$ cat src/rtl/uart_rx_buffered.sv
// ============================================================================
// Module  : uart_rx_buffered
// Brief   : 8N1 UART receiver (8E1 when UART_RX_PARITY_EN is defined) with a
//           first-word-fall-through byte FIFO drained by a pop strobe.
// Revision: 1.0 - initial release
// ============================================================================
`default_nettype none

module uart_rx_buffered #(
  parameter int SAMPLE_MULTIPLIER = 8,
  parameter int FIFO_AW           = 4
) (
  input  logic               clk,
  input  logic               rst,
  input  logic               clken,
  input  logic               rx,
  input  logic               rd,
  input  logic               clr_err,
  output logic [7:0]         rdata,
  output logic               rvalid,
  output logic [FIFO_AW:0]   count,
  output logic               busy,
  output logic               frame_err,
  output logic               parity_err,
  output logic               overrun
);

  localparam int                 c_cw    = $clog2(SAMPLE_MULTIPLIER);
  localparam logic [c_cw-1:0]    c_mid   = c_cw'(SAMPLE_MULTIPLIER / 2 - 1);
  localparam logic [c_cw-1:0]    c_last  = c_cw'(SAMPLE_MULTIPLIER - 1);
  localparam logic [FIFO_AW:0]   c_depth = (FIFO_AW + 1)'(1 << FIFO_AW);

  typedef enum logic [2:0] {
    S_IDLE   = 3'd0,
    S_START  = 3'd1,
    S_DATA   = 3'd2,
    S_PARITY = 3'd3,
    S_STOP   = 3'd4
  } state_t;

  state_t            r_state, w_state_nxt;
  logic              r_rx_meta, r_rx_s;
  logic [c_cw-1:0]   r_cnt, w_cnt_nxt;
  logic [2:0]        r_bit, w_bit_nxt;
  logic [7:0]        r_shift, w_shift_nxt;
  logic              w_push, w_frame_err;
  logic              r_frame_err;
`ifdef UART_RX_PARITY_EN
  logic              r_par_bad, w_par_bad_nxt;
  logic              w_parity_err, r_parity_err;
`endif

  logic [7:0]          r_mem [0:(1 << FIFO_AW) - 1];
  logic [FIFO_AW-1:0]  r_wptr, r_rptr;
  logic [FIFO_AW:0]    r_count;
  logic                r_overrun;
  logic                w_pop, w_full, w_wr, w_ovr_set;

  always_ff @(posedge clk or posedge rst) begin
    if (rst) begin
      r_rx_meta   <= 1'b1;
      r_rx_s      <= 1'b1;
      r_state     <= S_IDLE;
      r_cnt       <= '0;
      r_bit       <= '0;
      r_shift     <= '0;
      r_frame_err <= 1'b0;
`ifdef UART_RX_PARITY_EN
      r_par_bad    <= 1'b0;
      r_parity_err <= 1'b0;
`endif
    end else begin
      r_rx_meta   <= rx;
      r_rx_s      <= r_rx_meta;
      r_state     <= w_state_nxt;
      r_cnt       <= w_cnt_nxt;
      r_bit       <= w_bit_nxt;
      r_shift     <= w_shift_nxt;
      r_frame_err <= w_frame_err;
`ifdef UART_RX_PARITY_EN
      r_par_bad    <= w_par_bad_nxt;
      r_parity_err <= w_parity_err;
`endif
    end
  end

  always_comb begin
    w_state_nxt = r_state;
    w_cnt_nxt   = r_cnt;
    w_bit_nxt   = r_bit;
    w_shift_nxt = r_shift;
    w_push      = 1'b0;
    w_frame_err = 1'b0;
`ifdef UART_RX_PARITY_EN
    w_par_bad_nxt = r_par_bad;
    w_parity_err  = 1'b0;
`endif
    if (clken) begin
      case (r_state)
        S_IDLE: begin
          if (!r_rx_s) begin
            w_state_nxt = S_START;
            w_cnt_nxt   = '0;
          end
        end
        S_START: begin
          // Mid start bit: a line back high here was only a glitch.
          if (r_cnt == c_mid) begin
            w_cnt_nxt   = '0;
            w_bit_nxt   = '0;
            w_state_nxt = r_rx_s ? S_IDLE : S_DATA;
          end else begin
            w_cnt_nxt = r_cnt + 1'b1;
          end
        end
        S_DATA: begin
          if (r_cnt == c_last) begin
            w_cnt_nxt   = '0;
            w_shift_nxt = {r_rx_s, r_shift[7:1]};
            w_bit_nxt   = r_bit + 3'd1;
            if (r_bit == 3'd7) begin
`ifdef UART_RX_PARITY_EN
              w_state_nxt = S_PARITY;
`else
              w_state_nxt = S_STOP;
`endif
            end
          end else begin
            w_cnt_nxt = r_cnt + 1'b1;
          end
        end
`ifdef UART_RX_PARITY_EN
        S_PARITY: begin
          if (r_cnt == c_last) begin
            w_cnt_nxt     = '0;
            w_par_bad_nxt = ^{r_shift, r_rx_s};
            w_state_nxt   = S_STOP;
          end else begin
            w_cnt_nxt = r_cnt + 1'b1;
          end
        end
`endif
        S_STOP: begin
          // Return to IDLE at mid stop bit so a back-to-back start is caught.
          if (r_cnt == c_last) begin
            w_cnt_nxt   = '0;
            w_state_nxt = S_IDLE;
            if (!r_rx_s) begin
              w_frame_err = 1'b1;
`ifdef UART_RX_PARITY_EN
            end else if (r_par_bad) begin
              w_parity_err = 1'b1;
`endif
            end else begin
              w_push = 1'b1;
            end
          end else begin
            w_cnt_nxt = r_cnt + 1'b1;
          end
        end
        default: w_state_nxt = S_IDLE;
      endcase
    end
  end

  // A push into a full FIFO still lands when a pop frees the head slot.
  assign w_pop     = rd & rvalid;
  assign w_full    = (r_count == c_depth);
  assign w_wr      = w_push & (~w_full | w_pop);
  assign w_ovr_set = w_push & w_full & ~w_pop;

  always_ff @(posedge clk) begin
    if (w_wr) r_mem[r_wptr] <= r_shift;
  end

  always_ff @(posedge clk or posedge rst) begin
    if (rst) begin
      r_wptr    <= '0;
      r_rptr    <= '0;
      r_count   <= '0;
      r_overrun <= 1'b0;
    end else begin
      if (w_wr)  r_wptr <= r_wptr + 1'b1;
      if (w_pop) r_rptr <= r_rptr + 1'b1;
      case ({w_wr, w_pop})
        2'b10:   r_count <= r_count + 1'b1;
        2'b01:   r_count <= r_count - 1'b1;
        default: r_count <= r_count;
      endcase
      if (w_ovr_set)    r_overrun <= 1'b1;
      else if (clr_err) r_overrun <= 1'b0;
    end
  end

  assign rvalid    = (r_count != '0);
  assign rdata     = rvalid ? r_mem[r_rptr] : 8'h00;
  assign count     = r_count;
  assign busy      = (r_state != S_IDLE);
  assign frame_err = r_frame_err;
  assign overrun   = r_overrun;
`ifdef UART_RX_PARITY_EN
  assign parity_err = r_parity_err;
`else
  assign parity_err = 1'b0;
`endif

endmodule

`default_nettype wire

$ cat config.mk
export PLATFORM = sky130hd
export DESIGN_NAME = uart_rx_buffered
export DESIGN_NICKNAME = d
export VERILOG_FILES = /design/src/rtl/uart_rx_buffered.sv
export SDC_FILE = /design/constraint.sdc
export NUM_CORES = 1
export LEC_CHECK = 0
export CAP_MARGIN = 25
export CORE_MARGIN = 10
export CORE_UTILIZATION = 45
export DETAILED_ROUTE_END_ITERATION = 10
export MAX_ROUTING_LAYER = met4
export PLACE_DENSITY = 0.73
export SYNTH_ARGS = -nofsm -noshare
export SYNTH_HDL_FRONTEND = slang
export SYNTH_SLANG_ARGS = --single-unit
$ cat constraint.sdc
create_clock -name clk -period 5.55 [get_ports clk]
set_clock_uncertainty 0.1 [all_clocks]
set_input_delay 1.3875 -clock clk [delete_from_list [all_inputs] [get_ports clk]]
set_output_delay 1.3875 -clock clk [all_outputs]
set_load 0.05 [all_outputs]
After elaboration in Yosys (flattened, before gate mapping) --
Memories as Yosys holds them, arrays and structs flattened. Index checks and enable logic that the tools add are counted.
Cells by class: add/subtract/negate cells 6, equality and inequality tests 14, muxes and demuxes 28, bitwise operators 7, reduce and logical (&&, ||, !) cells 12
Operators with widths (number):
- $mux 3 | 10
- $mux 1 | 12
- $pmux 3 s4 | 1
- $ne 2x2->1 const B | 5
- $pmux 5 s2 | 1
- $eq 3x3->1 const B | 3
- $pmux 3 s3 | 1
- $add 4x1->4 const B | 2
- $mux 8 | 1
- $add 3x1->3 const B | 2
- $eq 3x2->1 const B | 2
- $pmux 3 s2 | 1
- $reduce_and 3->1 | 2
- $reduce_and 6->1 | 1
- $reduce_bool 2->1 | 3
- $reduce_bool 3->1 | 2
- $add 5x1->5 const B | 1
- $eq 5x5->1 const B | 1
- $reduce_bool 5->1 | 1
- $sub 5x1->5 const B | 1
- $and 1x1->1 | 4
- $reduce_and 4->1 | 1
- $eq 3x1->1 const B | 1
- $logic_not 3->1 | 1
- other kinds (6) | 7
Storage, ports and cells: bits in registers 34, RAM bits 128, bits of input ports 6, word-level logic and storage cells 79, memories kept 1
Memories:
- r_mem | depth 16, width 8, rd ports 1, clocked after memory_dff 0, write ports 1, line 53 | logic [7:0] r_mem [0:(1 << FIFO_AW) - 1];

Longest topological paths before layout --
word-level depth 7, gate-level depth with buffers 11

Worst setup path before layout --
No wires, ideal clock.
kind register -> output, start point reg r_rptr[1], end point out rdata[3], arrival 2086 ps, setup slack 1976 ps, stages on the path, launching flop included 6, buffers on the path 2, cell sequence dfrtp_1 -> clkbuf_1 -> buf_1 -> mux4_2 -> mux4_2 -> nor2b_1
Between the ends: word-level cells in the longest chain between the ends 2
RTL lines:
- start, declared | line 54 | logic [FIFO_AW-1:0] r_wptr, r_rptr;
- start signal, assigned | line 184 | if (w_pop) r_rptr <= r_rptr + 1'b1;
- $mem_v2 16x8
- $mux 8 | line 196 | assign rdata = rvalid ? r_mem[r_rptr] : 8'h00;
- end, declared | line 19 | output logic [7:0] rdata,
Every way passes these cells.

Worst setup path after layout --
start point reg r_rptr[0], end point out rdata[3]
Same word-level chain as after synthesis.

==> impl_metrics.sql <==
INSERT INTO impl_metrics (metric_group, metric, value, unit) VALUES
('status', 'outcome', 'finished clean', ''),
('placement', 'gpl.final_weighted_congestion', '0.8259', ''),
('worst_setup_path', 'worst-endpoint-required', '4.06', 'ns'),
('synthesis', 'synth_largest_type_area_fraction', '0.5692', ''),
('synthesis', 'synth_area_per_cell', '18.01', 'um^2'),
('sta', 'worst_slew_pin_slew', '0.7432', 'ns'),
('hold_path', 'holdCritPathClass', 'reg -> reg', ''),
('sta', 'max_clock_freq', '0.2085', 'GHz'),
('pwr', 'power_density_over_the_cells', '457.1', 'mW/mm^2'),
('grt', 'grt_overflow_total', '0', ''),
('sta', 'max_slew_margin', '0.5045', ''),
('detailed_routing', 'drt.antenna.violating_nets', '0', ''),
('flow_run', 'max-cap-violations', '0', ''),
('worst_setup_path', 'crit_path_max_fanout', '35', ''),
('layout', 'drive_above_1_share', '0.2376', ''),
('synthesis', 'postSynth.asyncResetShare', '0.2099', ''),
('floorplanning', 'floorplan.die.height', '142.5', 'um'),
('sta', 'finalHoldViolCount', '0', ''),
('clock_network', 'post_cts_resize_count', '0', ''),
('layout', 'instances_no_fill', '609', ''),
('floorplanning', 'core-area', '0.01464', 'mm^2'),
('detailed_routing', 'num_vias', '3455', ''),
('clock_network', 'cts_made_buffers', '17', ''),
('detailed_routing', 'dr.first_iter.drc_count', '379', ''),
('synthesis', 'synth_fp_nets', '394', ''),
('placement', 'hpwlAfterDp', '8.130', 'mm'),
('worst_setup_path', 'setup.worst_path.start_class', 'register', ''),
('synthesis', 'synth_enable_flop_cells', '128', ''),
('floorplanning', 'top_level_ports', '24', ''),
('detailed_routing', 'drt_wl_total', '13.32', 'mm'),
('pwr', 'power.static_leakage', '0.002751', 'uW'),
('layout', 'num_antenna_cells', '0', ''),
('grt', 'grt_pass1_wl', '20.76', 'mm'),
('layout', 'mostFrequentLayoutCell', 'edfxtp_1', ''),
('worst_setup_path', 'arrival', '3.31', 'ns'),
('grt', 'initial_antenna_violation_count', '0', ''),
('clock_network', 'library_cell_used_as_clock_root_buffer', 'clkbuf_16', ''),
('clock_network', 'clock_tree_from_tritoncts', 'built', ''),
('synthesis', 'netlist_area', '0.006753', 'mm^2'),
('detailed_routing', 'routedWlPerCell', '21.87', 'um'),
('floorplanning', 'placement_rows', '44', ''),
('sta', 'period_share', '0.8642', ''),
('synthesis', 'ys_types', '48', ''),
('sta', 'report.final.setup_viol', '0', ''),
('clock_network', 'clock_insertion_delay_worst_skew', '0.42', 'ns'),
('clock_network', 'clkSlewWorstSetupHoldPaths', '0.06', 'ns'),
('worst_setup_path', 'endpoint_kind', 'output port', ''),
('synthesis', 'synth.yosys.warnings', '0', ''),
('clock_network', 'numClockSinks', '162', ''),
('synthesis', 'netlist.top_cell.by_area', 'edfxtp_1', ''),
('grt', 'grt_max_degree', '36', ''),
('layout', 'most-common-layout-cells', 'edfxtp_1 (128), mux4_2 (40), dfrtp_1 (31)', ''),
('clock_network', 'postCtsSetupBuffers', '0', ''),
('clock_network', 'ctsHtreeMaxLevel', '4', ''),
('synthesis', 'synth_area_leaders', 'edfxtp_1 (57%), mux4_2 (13%), dfrtp_1 (12%)', ''),
('synthesis', 'ys.flop_type', 'edfxtp_1', ''),
('sta', 'setup_slack', '0.7539', 'ns'),
('floorplanning', 'dieArea', '0.02031', 'mm^2'),
('synthesis', 'synth-seq-area-share', '0.6956', ''),
('clock_network', 'holdBufCountCts', '0', ''),
('detailed_routing', 'routed_via_density', '5.673', ''),
('placement', 'dp_cells', '576', ''),
('sta', 'grt_setup_unrepaired', 'no', ''),
('clock_network', 'cts_max_path_buffers', '2', ''),
('sta', 'timing.final.crit_period', '4.796', 'ns'),
('layout', 'fin_nets', '431', ''),
('grt', 'grt.total_usage', '0.1419', ''),
('synthesis', 'synth_seq_cells', '162', ''),
('synthesis', 'postSynthCellCount', '375', ''),
('layout', 'area_growth', '15.23', '%'),
('placement', 'port_buffers', '22', ''),
('floorplanning', 'initial_cell_density_of_the_core', '0.4611', ''),
('sta', 'drv_slew', '0', ''),
('floorplanning', 'die_x', '142.5', 'um'),
('pwr', 'ir_drop', '242.3', 'uV'),
('worst_setup_path', 'path_class', 'reg -> out', ''),
('detailed_routing', 'drtPass1Iterations', '5', ''),
('grt', 'grt_pass1_vias', '3443', ''),
('sta', 'setup_total_negative_slack', '0', 'ns'),
('placement', 'post-place-ws', '1.131', 'ns'),
('detailed_routing', 'post-route-drc-count', '0', '');
==> flip-flops by register name, summed over array words and instances (netlist names) <==
register	count
r_shift	8
r_rx_s	1
r_state	3
r_mem	128
count	5
r_wptr	4
r_cnt	3
r_rptr	4
r_bit	3
overrun	1
frame_err	1
r_rx_meta	1
==> metal layers <==
layer | vias to the layer above | wire length, um | global-route usage
met2 | 103 | 6887 | 0.2136
met5 | - | 0 | -
li1 | 1556 | - | -
met3 | 11 | 793 | 0.03405
met1 | 1785 | 5476 | 0.1798
met4 | 0 | 162 | 0.06352
==> synthesized netlist by cell type (all sizes together) (2+ instances only) <==
cell    number
clkbuf       8
nor4         5
a22o         2
xnor2        9
nor3         7
dfrtp       32
mux2        11
nand4        5
or3          2
a22oi        3
dfstp        2
nor2b        8
inv         16
buf          9
nand2       17
edfxtp     128
ha          13
nor2        11
mux4        40
a31oi        3
and2         8
o22a         2
o21ai        8
nand3        7
nor3b        2
==> worst max-delay path: stages (launching register included) <==
cell and delay [ns]:
dfrtp_2 0.34, buf_4 0.54, mux4_2 0.60, mux4_2 0.48
nor2b_1 0.15, clkdlybuf4s50_1 0.74
==> final timing paths <==
| path | startpoint | to | slack [ns] | depth (start not counted) |
|---|---|---|---|---|
| min | r_rx_meta$_DFF_PP1_ | r_rx_s$_DFF_PP1_ | 0.26 | 0 |
| min reg2reg | r_rx_meta$_DFF_PP1_ | r_rx_s$_DFF_PP1_ | 0.26 | 0 |
| max in group asynchronous | rst | r_rx_s$_DFF_PP1_ | 3.73 | 3 |
| min in group asynchronous | rst | frame_err$_DFF_PP0_ | 1.26 | 3 |
| max | r_rptr[0]$_DFFE_PP0P_ | rdata[3] | 0.75 | 5 |
| max reg2reg | r_cnt[0]$_DFFE_PP0P_ | r_mem[14][3]$_DFFE_PP_ | 2.34 | 8 |
==> cell type report <==
cell class                      count  area (um^2)
Clock buffer                       18        429.2
Clock inverter                     14        141.4
Fill cell                        1123         6863
Inverter                           16        60.06
Multi-Input combinational cell    180         1901
Sequential cell                   162         4698
Tap cell                          184        230.2
Timing Repair Buffer               35        321.6
==> logic make-up (layout without fill, tap and decap cells) <==
group / count (synthesis) / after routing / synth area share
flops: 162 / 162 / 0.6956
compound gates: 28 / 28 / 0.03095
xor+xnor: 10 / 10 / 0.01297
buf+inv: 33 / 83 / 0.02297
other cells: 1 / 1 / 0.0005553
fa+ha+maj: 13 / 13 / 0.02409
simple gates: 77 / 77 / 0.06115
mux: 51 / 51 / 0.1518
==> power by group <==
part / internal, uW / switching, uW / total (uW)
Clock: 659 / 456 / 1120
Sequential: 1350 / 126 / 1470
Combinational: 416 / 552 / 967
==> stage by stage <==
stage | utilization | hold WS [ns] | cell area [um^2] | total power [uW]
detailed placement | 0.4916 | 0.2539 | 7199 | 2481
floorplan | - | 0.2452 | 6753 | 2222
global route | 0.5314 | 0.2673 | 7781 | 3710
finish | 0.5314 | 0.2625 | 7781 | 3557
global placement | 0.4916 | 0.2468 | 7199 | 2454
CTS | 0.5306 | 0.2667 | 7770 | 3592
No activity file was read; power rests on OpenSTA's default activity.
